[config.mk]
export PLATFORM = sky130hd
export DESIGN_NAME = wash_program_sequencer
export DESIGN_NICKNAME = d
export VERILOG_FILES = /design/src/rtl/wash_pkg.sv /design/src/rtl/wash_tick_gen.sv /design/src/rtl/wash_program_sequencer.sv
export SDC_FILE = /design/constraint.sdc
export NUM_CORES = 1
export LEC_CHECK = 0
export ABC_AREA = 1
export CORE_ASPECT_RATIO = 0.5
export CORE_UTILIZATION = 45
export CTS_BUF_LIST = sky130_fd_sc_hd__clkbuf_8 sky130_fd_sc_hd__clkbuf_16
export DETAILED_ROUTE_END_ITERATION = 8
export PLACE_DENSITY_LB_ADDON = 0.15
export RECOVER_POWER = 50
export SLEW_MARGIN = 20
export SYNTH_ARGS = -nofsm -noshare
export SYNTH_HDL_FRONTEND = slang
export SYNTH_SLANG_ARGS = --single-unit
[constraint.sdc]
create_clock -name clk -period 1.8 [get_ports clk]
set_clock_uncertainty 0.15 [all_clocks]
set_input_delay 0.36 -clock clk [delete_from_list [all_inputs] [get_ports clk]]
set_output_delay 0.36 -clock clk [all_outputs]
set_load 0.1 [all_outputs]
[src/rtl/wash_pkg.sv]
// Shared types and constants for the wash program sequencer.
// Holds the state encoding, program codes, per-program durations and fault codes.
package wash_pkg;

  typedef enum logic [2:0] {
    ST_IDLE       = 3'd0,
    ST_WAIT_MOTOR = 3'd1,
    ST_RUN_WASH   = 3'd2,
    ST_RUN_SPIN   = 3'd3,
    ST_FAULT      = 3'd4
  } state_e;

  typedef enum logic [1:0] {
    PROG_QUICK      = 2'd0,
    PROG_NORMAL     = 2'd1,
    PROG_HEAVY      = 2'd2,
    PROG_ALT_NORMAL = 2'd3
  } prog_e;

  localparam int unsigned QUICK_WASH_TICKS  = 20;
  localparam int unsigned QUICK_SPIN_TICKS  = 10;
  localparam int unsigned NORMAL_WASH_TICKS = 40;
  localparam int unsigned NORMAL_SPIN_TICKS = 20;
  localparam int unsigned HEAVY_WASH_TICKS  = 60;
  localparam int unsigned HEAVY_SPIN_TICKS  = 30;

  // Phases 0 and 1 are soap wash and rinse; phase 2 is the spin.
  localparam logic [1:0] PH_SPIN = 2'd2;

  localparam logic [1:0] FC_NONE  = 2'b00;
  localparam logic [1:0] FC_FILL  = 2'b01;
  localparam logic [1:0] FC_DRAIN = 2'b10;

  // The unused program code 3 behaves as the normal program.
  function automatic int unsigned wash_ticks(input prog_e p);
    case (p)
      PROG_QUICK: return QUICK_WASH_TICKS;
      PROG_HEAVY: return HEAVY_WASH_TICKS;
      default:    return NORMAL_WASH_TICKS;
    endcase
  endfunction

  function automatic int unsigned spin_ticks(input prog_e p);
    case (p)
      PROG_QUICK: return QUICK_SPIN_TICKS;
      PROG_HEAVY: return HEAVY_SPIN_TICKS;
      default:    return NORMAL_SPIN_TICKS;
    endcase
  endfunction

endpackage

[src/rtl/wash_tick_gen.sv]
// Timebase prescaler: one-clk tick every CLK_DIV enabled cycles, clear restarts the period.
// Tick is decoded from the divider register; disabling en freezes the divider in place.
module wash_tick_gen #(
  parameter int CLK_DIV = 100
) (
  input  logic clk,
  input  logic reset,
  input  logic clr,
  input  logic en,
  output logic tick
);

  localparam int DW = (CLK_DIV > 1) ? $clog2(CLK_DIV) : 1;
  localparam logic [DW-1:0] DIV_LAST = DW'(CLK_DIV - 1);

  logic [DW-1:0] div_q, div_d;

  always_comb begin
    div_d = div_q;
    if (clr) begin
      div_d = '0;
    end else if (en) begin
      div_d = (div_q == DIV_LAST) ? '0 : div_q + 1'b1;
    end
  end

  always_ff @(posedge clk or negedge reset) begin
    if (!reset) begin
      div_q <= '0;
    end else begin
      div_q <= div_d;
    end
  end

  assign tick = en && !clr && (div_q == DIV_LAST);

endmodule

[src/rtl/wash_program_sequencer.sv]
// Wash program sequencer: phase timer, registered timeout strobes, optional valve watchdog (WASH_WATCHDOG_EN).
// Strobe lands T*CLK_DIV cycles after the sampled motor rising edge; motor_on low pauses the timer cycle for cycle.
module wash_program_sequencer
  import wash_pkg::*;
#(
  parameter int CLK_DIV     = 100,
  parameter int CNT_W       = 12,
  parameter int VALVE_LIMIT = 200
) (
  input  logic             clk,
  input  logic             reset,
  input  logic [1:0]       prog_sel,
  input  logic             prog_load,
  input  logic             abort,
  input  logic             motor_on,
  input  logic             fill_valve_on,
  input  logic             drain_valve_on,
  output logic             cycle_timeout,
  output logic             spin_timeout,
  output logic             busy,
  output logic             fault,
  output logic [1:0]       fault_code,
  output logic [CNT_W-1:0] remaining
);

  localparam logic [CNT_W-1:0] CNT_ONE = CNT_W'(1);
  localparam logic [CNT_W-1:0] VLIM    = CNT_W'(VALVE_LIMIT);

  state_e           state_q, state_d;
  prog_e            prog_q, prog_d;
  logic [1:0]       ph_q, ph_d;
  logic [CNT_W-1:0] cnt_q, cnt_d;
  logic             motor_prev_q;
  logic             cyc_to_q, cyc_to_d;
  logic             spin_to_q, spin_to_d;
  logic             busy_q, busy_d;
  logic             fault_q, fault_d;
  logic [1:0]       fcode_q, fcode_d;

  logic motor_rise;
  logic running;
  logic tick;
  logic presc_clr;
  logic presc_en;
  logic fill_trip;
  logic drain_trip;

  assign motor_rise = motor_on && !motor_prev_q;
  assign running    = (state_q == ST_RUN_WASH) || (state_q == ST_RUN_SPIN);

  // The timebase free-runs while waiting so the watchdog has ticks; a phase start realigns it.
  assign presc_clr = (state_q == ST_IDLE) || (state_q == ST_FAULT) ||
                     ((state_q == ST_WAIT_MOTOR) && motor_rise);
  assign presc_en  = (state_q == ST_WAIT_MOTOR) || (running && motor_on);

  wash_tick_gen #(
    .CLK_DIV (CLK_DIV)
  ) u_tick_gen (
    .clk   (clk),
    .reset (reset),
    .clr   (presc_clr),
    .en    (presc_en),
    .tick  (tick)
  );

`ifdef WASH_WATCHDOG_EN
  logic [CNT_W-1:0] fill_cnt_q, fill_cnt_d;
  logic [CNT_W-1:0] drain_cnt_q, drain_cnt_d;

  always_comb begin
    fill_cnt_d  = '0;
    drain_cnt_d = '0;
    if (state_q == ST_WAIT_MOTOR) begin
      if (fill_valve_on) begin
        fill_cnt_d = tick ? fill_cnt_q + CNT_ONE : fill_cnt_q;
      end
      if (drain_valve_on) begin
        drain_cnt_d = tick ? drain_cnt_q + CNT_ONE : drain_cnt_q;
      end
    end
  end

  // Trip on the tick that would push the open-time past the limit.
  assign fill_trip  = (state_q == ST_WAIT_MOTOR) && fill_valve_on && tick && (fill_cnt_q >= VLIM);
  assign drain_trip = (state_q == ST_WAIT_MOTOR) && drain_valve_on && tick && (drain_cnt_q >= VLIM);

  always_ff @(posedge clk or negedge reset) begin
    if (!reset) begin
      fill_cnt_q  <= '0;
      drain_cnt_q <= '0;
    end else begin
      fill_cnt_q  <= fill_cnt_d;
      drain_cnt_q <= drain_cnt_d;
    end
  end
`else
  logic unused_wd;
  assign unused_wd  = ^{fill_valve_on, drain_valve_on, VLIM};
  assign fill_trip  = 1'b0;
  assign drain_trip = 1'b0;
`endif

  always_comb begin
    state_d   = state_q;
    prog_d    = prog_q;
    ph_d      = ph_q;
    cnt_d     = cnt_q;
    cyc_to_d  = 1'b0;
    spin_to_d = 1'b0;
    fault_d   = fault_q;
    fcode_d   = fcode_q;

    case (state_q)
      ST_IDLE: begin
        if (prog_load) begin
          prog_d  = prog_e'(prog_sel);
          ph_d    = 2'd0;
          state_d = ST_WAIT_MOTOR;
        end
      end

      ST_WAIT_MOTOR: begin
        if (fill_trip || drain_trip) begin
          state_d = ST_FAULT;
          fault_d = 1'b1;
          fcode_d = fill_trip ? FC_FILL : FC_DRAIN;
        end else if (motor_rise) begin
          if (ph_q == PH_SPIN) begin
            cnt_d   = CNT_W'(spin_ticks(prog_q));
            state_d = ST_RUN_SPIN;
          end else begin
            cnt_d   = CNT_W'(wash_ticks(prog_q));
            state_d = ST_RUN_WASH;
          end
        end
      end

      ST_RUN_WASH: begin
        if (tick) begin
          if (cnt_q <= CNT_ONE) begin
            cnt_d    = '0;
            cyc_to_d = 1'b1;
            ph_d     = ph_q + 2'd1;
            state_d  = ST_WAIT_MOTOR;
          end else begin
            cnt_d = cnt_q - CNT_ONE;
          end
        end
      end

      ST_RUN_SPIN: begin
        if (tick) begin
          if (cnt_q <= CNT_ONE) begin
            cnt_d     = '0;
            spin_to_d = 1'b1;
            ph_d      = 2'd0;
            state_d   = ST_IDLE;
          end else begin
            cnt_d = cnt_q - CNT_ONE;
          end
        end
      end

      ST_FAULT: begin
        state_d = ST_FAULT;
      end

      default: begin
        state_d = ST_IDLE;
      end
    endcase

    // Abort beats everything, including a terminal count in the same cycle.
    if (abort) begin
      state_d   = ST_IDLE;
      ph_d      = 2'd0;
      cnt_d     = '0;
      cyc_to_d  = 1'b0;
      spin_to_d = 1'b0;
      fault_d   = 1'b0;
      fcode_d   = FC_NONE;
    end

    busy_d = (state_d != ST_IDLE);
  end

  always_ff @(posedge clk or negedge reset) begin
    if (!reset) begin
      state_q      <= ST_IDLE;
      prog_q       <= PROG_QUICK;
      ph_q         <= 2'd0;
      cnt_q        <= '0;
      motor_prev_q <= 1'b0;
      cyc_to_q     <= 1'b0;
      spin_to_q    <= 1'b0;
      busy_q       <= 1'b0;
      fault_q      <= 1'b0;
      fcode_q      <= FC_NONE;
    end else begin
      state_q      <= state_d;
      prog_q       <= prog_d;
      ph_q         <= ph_d;
      cnt_q        <= cnt_d;
      motor_prev_q <= motor_on;
      cyc_to_q     <= cyc_to_d;
      spin_to_q    <= spin_to_d;
      busy_q       <= busy_d;
      fault_q      <= fault_d;
      fcode_q      <= fcode_d;
    end
  end

  assign cycle_timeout = cyc_to_q;
  assign spin_timeout  = spin_to_q;
  assign busy          = busy_q;
  assign fault         = fault_q;
  assign fault_code    = fcode_q;
  assign remaining     = cnt_q;

endmodule

==> flow_summary_export.csv, run 1 <==
group,metric,value,unit
status,status,"complete, but fails checks",
status,violations,"negative setup slack",
global_routing,track_usage,0.243,
global_routing,first_global_vias,1895,
critical_path,reg2reg_setup_slack,-70,ps
timing,worstMarginPinSlew,777,ps
critical_path,worstPathRequired,1840,ps
timing,max_freq,536,MHz
synthesis,ys_ff_latch,30,
detailed_routing,drt-wirelength-per-cell,14.4,um
timing,relSlewSlack,0.482,
clock_tree,cts_num_sinks,30,
power_and_ir_drop,power.internal,0.00143,W
timing,hold_viol_final,0,
job,drv_cap,0,
floorplanning,dieArea,4570,um^2
synthesis,async_flop_share,1.00,
floorplanning,rows,16,
timing,maxSlewViolCount,0,
finish,insertedDiodeCount,0,
place,io_buffers,21,
critical_path,worstPathArrival,1900,ps
global_routing,grt_pass1_wl,8.54,mm
power_and_ir_drop,seqPwrFrac,0.322,
floorplanning,start_util,0.483,
finish,nets,349,
global_routing,grt_max_degree,31,
clock_tree,cts_tree,"built",
synthesis,synthDistinctLibCells,34,
timing,finalSetupTns,-377,ps
synthesis,synthFlopType,"dfrtp_1",
clock_tree,clk_latency,290,ps
detailed_routing,routed_wl,5.62,mm
synthesis,ys_seq_area_frac,0.389,
floorplanning,die_h,48.3,um
global_routing,grt_antenna_before_repair,0,
critical_path,end_kind,"register",
detailed_routing,drt_iter0_drc,101,
clock_tree,clockBufferDepth,2,
floorplanning,dieWidth,94.7,um
finish,final_util,0.763,
detailed_routing,drc,0,
power_and_ir_drop,combPwrFrac,0.435,
power_and_ir_drop,power.total,0.00239,W
clock_tree,path_clk_slew,80,ps
clock_tree,htreeDepth,2,
clock_tree,cts_inserted_buffers,5,
hold_path,hold_class,"input pin to register",
floorplanning,core_area,4000,um^2
critical_path,cp_max_fo,3,
finish,final_common_cell,"nand2_1",
power_and_ir_drop,peakVddDrop,0.463,mV
timing,min_period_over_period,1.04,
detailed_routing,viasPerCell,5.28,
detailed_routing,vias,2065,
synthesis,synth_edf_count,0,
finish,final_cell_mix,"48 x nand2_1, 45 x buf_4, 24 x inv_1",
timing,setup_viol,13,
global_routing,overflow,0,
timing,fin_ws,-66.5,ps
timing,fin_crit,1870,ps
detailed_routing,drt-pass1-iter-count,4,
power_and_ir_drop,power_frac_clock,0.243,
power_and_ir_drop,powerDensity,783,nW/um^2
critical_path,worst_setup_path_start_kind,"register",
finish,layout-drive-gt1-share,0.433,
critical_path,setup.worst_path.class,"register to register",
synthesis,synthCells,260,
synthesis,syn_area,1930,um^2
synthesis,syn-mean-instance-area,7.43,um^2
power_and_ir_drop,power.share.switching,0.402,
power_and_ir_drop,switchingPower,0.000964,W
clock_tree,clock-root-buffer,"clkbuf_8",
timing,rsz0062_at_grt,"true",
place,hpwl,3.81,mm
place,gp_congestion,0.872,
floorplanning,pin_count,27,
power_and_ir_drop,leakagePower,1.43,nW
detailed_routing,ant_nets,0,
finish,syn_to_final_growth,58.2,%
synthesis,yosysWarningCount,0,
==> cell usage after synthesis (2+ instances only) <==
cell type | count | area, um^2
a21oi_1 | 8 | 40.0
buf_4 | 3 | 22.5
buf_6 | 2 | 22.5
dfrtp_1 | 30 | 751
ha_1 | 4 | 50.1
inv_1 | 31 | 116
inv_2 | 2 | 7.51
nand2_1 | 59 | 221
nand2_2 | 4 | 25.0
nand3_1 | 23 | 115
nand4_1 | 5 | 31.3
nor2_1 | 28 | 105
nor3_1 | 11 | 55.1
nor4_1 | 2 | 12.5
o21ai_0 | 13 | 65.1
o21ai_2 | 2 | 17.5
o22ai_1 | 6 | 37.5
xnor2_1 | 3 | 26.3
xor2_1 | 9 | 78.8
==> final cells by class <==
type / instances / area, um^2
Clock buffer: 6 / 82.6
Timing Repair inverter: 1 / 6.26
Timing Repair Buffer: 72 / 776
Sequential cell: 30 / 786
Tap cell: 54 / 67.6
Multi-Input combinational cell: 192 / 1190
Fill cell: 276 / 947
Inverter: 34 / 140
Clock inverter: 2 / 8.76
==> registers in the layout, indices dropped and copies added (netlist names) <==
| signal | cells |
|---|---|
| remaining | 12 |
| u_tick_gen.div_q | 7 |
| state_q | 3 |
| ph_q | 2 |
| prog_q | 2 |
| busy | 1 |
| cycle_timeout | 1 |
| motor_prev_q | 1 |
| spin_timeout | 1 |
==> power by group through the flow <==
| stage | clock network (W) | logic, W | registers (W) |
|---|---|---|---|
| after global routing | 0.000616 | 0.00112 | 0.000776 |
| after detailed placement | 0 | 0.000883 | 0.000781 |
| after CTS | 0.000584 | 0.000916 | 0.000769 |
| after global placement | 0 | 0.000869 | 0.000778 |
| after floorplan | 0 | 0.000404 | 0.000945 |
| final | 0.000583 | 0.00104 | 0.000771 |
==> routing by layer <==
| layer | share of wire | GRT usage |
|---|---|---|
| met4 | 0.013 | 0.0505 |
| met2 | 0.49 | 0.410 |
| met3 | 0.056 | 0.0566 |
| met5 | 0 | 0 |
| met1 | 0.44 | 0.320 |
==> worst paths after layout <==
| path | startpoint | end | depth (start not counted) |
|---|---|---|---|
| worst min-delay path | motor_on | motor_prev_q | 1 |
| worst min register to register | ph_q[0] | ph_q[0] | 2 |
| worst max register to register | remaining[0] | remaining[3] | 12 |
| worst max-delay path | remaining[0] | remaining[3] | 12 |
| min in group asynchronous | reset | remaining[3] | 2 |
| max in group asynchronous | reset | remaining[0] | 2 |
==> cells by family after synthesis <==
| family | synth area share |
|---|---|
| flip-flops | 0.389 |
| XOR/XNOR | 0.0544 |
| other | 0.00194 |
| multiplexers | 0.00583 |
| adder cells (fa/ha/maj) | 0.0259 |
| buffers and inverters | 0.0926 |
| AND/OR/NAND/NOR | 0.328 |
| AO/OA/AOI/OAI | 0.103 |
==> critical path, cell delays in order (launching register included) <==
cell and delay (ps):
dfrtp_4 510, inv_4 80, ha_4 130, inv_2 40
nand2_4 80, buf_6 90, nand4_1 150, nor2_2 180
nor2_1 60, nand3_1 70, o21ai_1 60, nand2_1 100
nand2_1 60
==> timing repair <==
item | 4_1_cts | 5_1_grt
pin swaps | 10 | 21
gates cloned | 0 | 1
hold buffers | 0 | 0
setup endpoints to repair | 7 | 18
gates resized for setup | 11 | 37
buffers inserted | 4 | 7
==> per-stage QoR <==
step           instance area [um^2]  hold slack [ps]  instances  worst slack, ps
2_1_floorplan                  2020            -85.6        262            -80.0
3_3_place_gp                   2700              324        371             -260
3_5_place_dp                   2700              326        371             -291
4_1_cts                        2870              334        383            -6.64
5_1_grt                        3060              264        391             -158
6_report                       3060              255        391            -66.5
No activity file was read; power rests on OpenSTA's default activity.
==> inputs of run 2 (changes only) <==
Settings changed: CAP_MARGIN set to 15.
==> results of run 2 <==
No change in the layout: final DEF, timing and power equal those of run 1.
==> inputs of run 3 (changes only) <==
Settings changed: CTS_BUF_LIST sky130_fd_sc_hd__clkbuf_8 sky130_fd_sc_hd__clkbuf_16 to unset.
==> flow_summary_export.csv, run 3 (synthesis results as in run 1) <==
group,metric,value,unit
timing,relSlewSlack,0.482,
finish,final_common_cell,"nand2_1",
timing,rsz0062_at_grt,"true",
floorplanning,rows,16,
critical_path,rr_startpoint,"remaining[0]",
floorplanning,pin_count,27,
finish,nFillCells,276,
floorplanning,core_area,4000,um^2
timing,hold_viol_final,0,
floorplanning,dieArea,4570,um^2
timing,maxSlewViolCount,0,
clock_tree,clock-root-buffer,"clkbuf_8",
floorplanning,die_h,48.3,um
global_routing,first_global_vias,1895,
critical_path,worst_setup_path_start_kind,"register",
power_and_ir_drop,leakagePower,1.43,nW
finish,insertedDiodeCount,0,
detailed_routing,vias,2066,
global_routing,grt_antenna_before_repair,0,
timing,worstMarginPinSlew,778,ps
detailed_routing,viasPerCell,5.28,
power_and_ir_drop,powerDensity,785,nW/um^2
clock_tree,clockBufferDepth,2,
timing,finalSetupTns,-350,ps
global_routing,overflow,0,
hold_path,hold_start,"motor_on",
finish,final_cell_mix,"48 x nand2_1, 45 x buf_4, 23 x inv_1",
floorplanning,start_util,0.483,
hold_path,hold_class,"input pin to register",
timing,setup_viol,13,
finish,multi_input_area,1190,um^2
finish,nets,349,
clock_tree,htreeDepth,2,
critical_path,end_kind,"register",
critical_path,worstPathArrival,1900,ps
global_routing,grt_pass1_wl,8.54,mm
finish,largest_reg_flops,12,
place,hpwl,3.81,mm
critical_path,max_stage_delay,510,ps
global_routing,grt_max_degree,31,
critical_path,worstPathBufferInverterCount,3,
place,gp_congestion,0.872,
place,io_buffers,21,
global_routing,track_usage,0.243,
clock_tree,cts_num_sinks,30,
finish,layout-drive-gt1-share,0.433,
finish,register_area,786,um^2
critical_path,crit_path_frequent_cell,"nand2_1",
power_and_ir_drop,peakVddDrop,0.473,mV
detailed_routing,routed_wl,5.62,mm
timing,fin_crit,1860,ps
detailed_routing,drt-wirelength-per-cell,14.4,um
clock_tree,path_clk_slew,80,ps
detailed_routing,drt_iter0_drc,105,
clock_tree,cts_tree,"built",
critical_path,worstPathRequired,1840,ps
finish,syn_to_final_growth,58.2,%
clock_tree,cts_inserted_buffers,5,
floorplanning,dieWidth,94.7,um
job,drv_cap,0,
detailed_routing,ant_nets,0,
timing,min_period_over_period,1.03,
status,violations,"negative setup slack",
detailed_routing,drt-pass1-iter-count,4,
clock_tree,clk_latency,290,ps
critical_path,critical_path.top_delay_family,"simple AND/OR/NAND/NOR gates",
critical_path,crit_path_top_delay_cell,"dfrtp_4",
critical_path,worstPathCellList,"inv_4 > ha_4 > inv_2 > nand2_4 > buf_6 > nand4_1 > nor2_2 > nor2_1 > nand3_1 > o21ai_1 > nand2_1 > nand2_1",
critical_path,cp_max_fo,3,
critical_path,setup.worst_path.class,"register to register",
status,status,"complete, but fails checks",
place,place_ws,-291,ps
timing,fin_ws,-62.8,ps
timing,max_freq,537,MHz
critical_path,cp-startpoint,"remaining[0]",
detailed_routing,drc,0,
-- run 3: area by class of cell --
class / count / area share
inverter: 34 / 0.0458
tap: 54 / 0.0221
sequential: 30 / 0.257
clock inverter: 1 / 0.00164
multi-input combinational: 192 / 0.389
timing repair inverter: 1 / 0.00205
timing repair buffer: 72 / 0.254
clock buffer: 7 / 0.0282
-- run 3: stage by stage --
stage	power, W	cells	util	cell area (um^2)	hold slack, ps
2_1_floorplan	0.00135	262	-	2020	-85.6
6_report	0.00240	391	0.763	3060	255
4_1_cts	0.00227	383	0.716	2870	334
3_3_place_gp	0.00165	371	0.675	2700	324
5_1_grt	0.00251	391	0.763	3060	264
3_5_place_dp	0.00166	371	0.675	2700	326
-- run 3: worst paths after layout --
check                                     to  slack [ps]  cells past startpoint
worst max-delay path            remaining[3]         -60                     12
worst min-delay path            motor_prev_q         260                      1
worst max register to register  remaining[3]         -60                     12
worst min register to register       ph_q[0]         340                      2
max in group asynchronous       remaining[0]         390                      2
min in group asynchronous       remaining[3]         510                      2
-- run 3: layer usage --
| metal | vias up | part of all wire | track usage |
|---|---|---|---|
| met5 | - | 0 | 0 |
| met4 | 0 | 0.012 | 0.0505 |
| met3 | 10 | 0.064 | 0.0566 |
| met2 | 80 | 0.49 | 0.410 |
| met1 | 981 | 0.43 | 0.320 |
| li1 | 995 | - | - |
-- run 3: what timing repair did --
item / 4_1_cts / 5_1_grt
setup buffers: 4 / 7
gates resized for setup: 11 / 37
gates cloned: 0 / 1
setup endpoints to repair: 7 / 18
hold buffers: 0 / 0
pin swaps: 10 / 21
-- run 3: where the power goes --
group          total (W)  internal [W]  switching [W]
combinational    0.00104      0.000397       0.000645
sequential      0.000770      0.000731      0.0000392
clock           0.000588      0.000309       0.000280
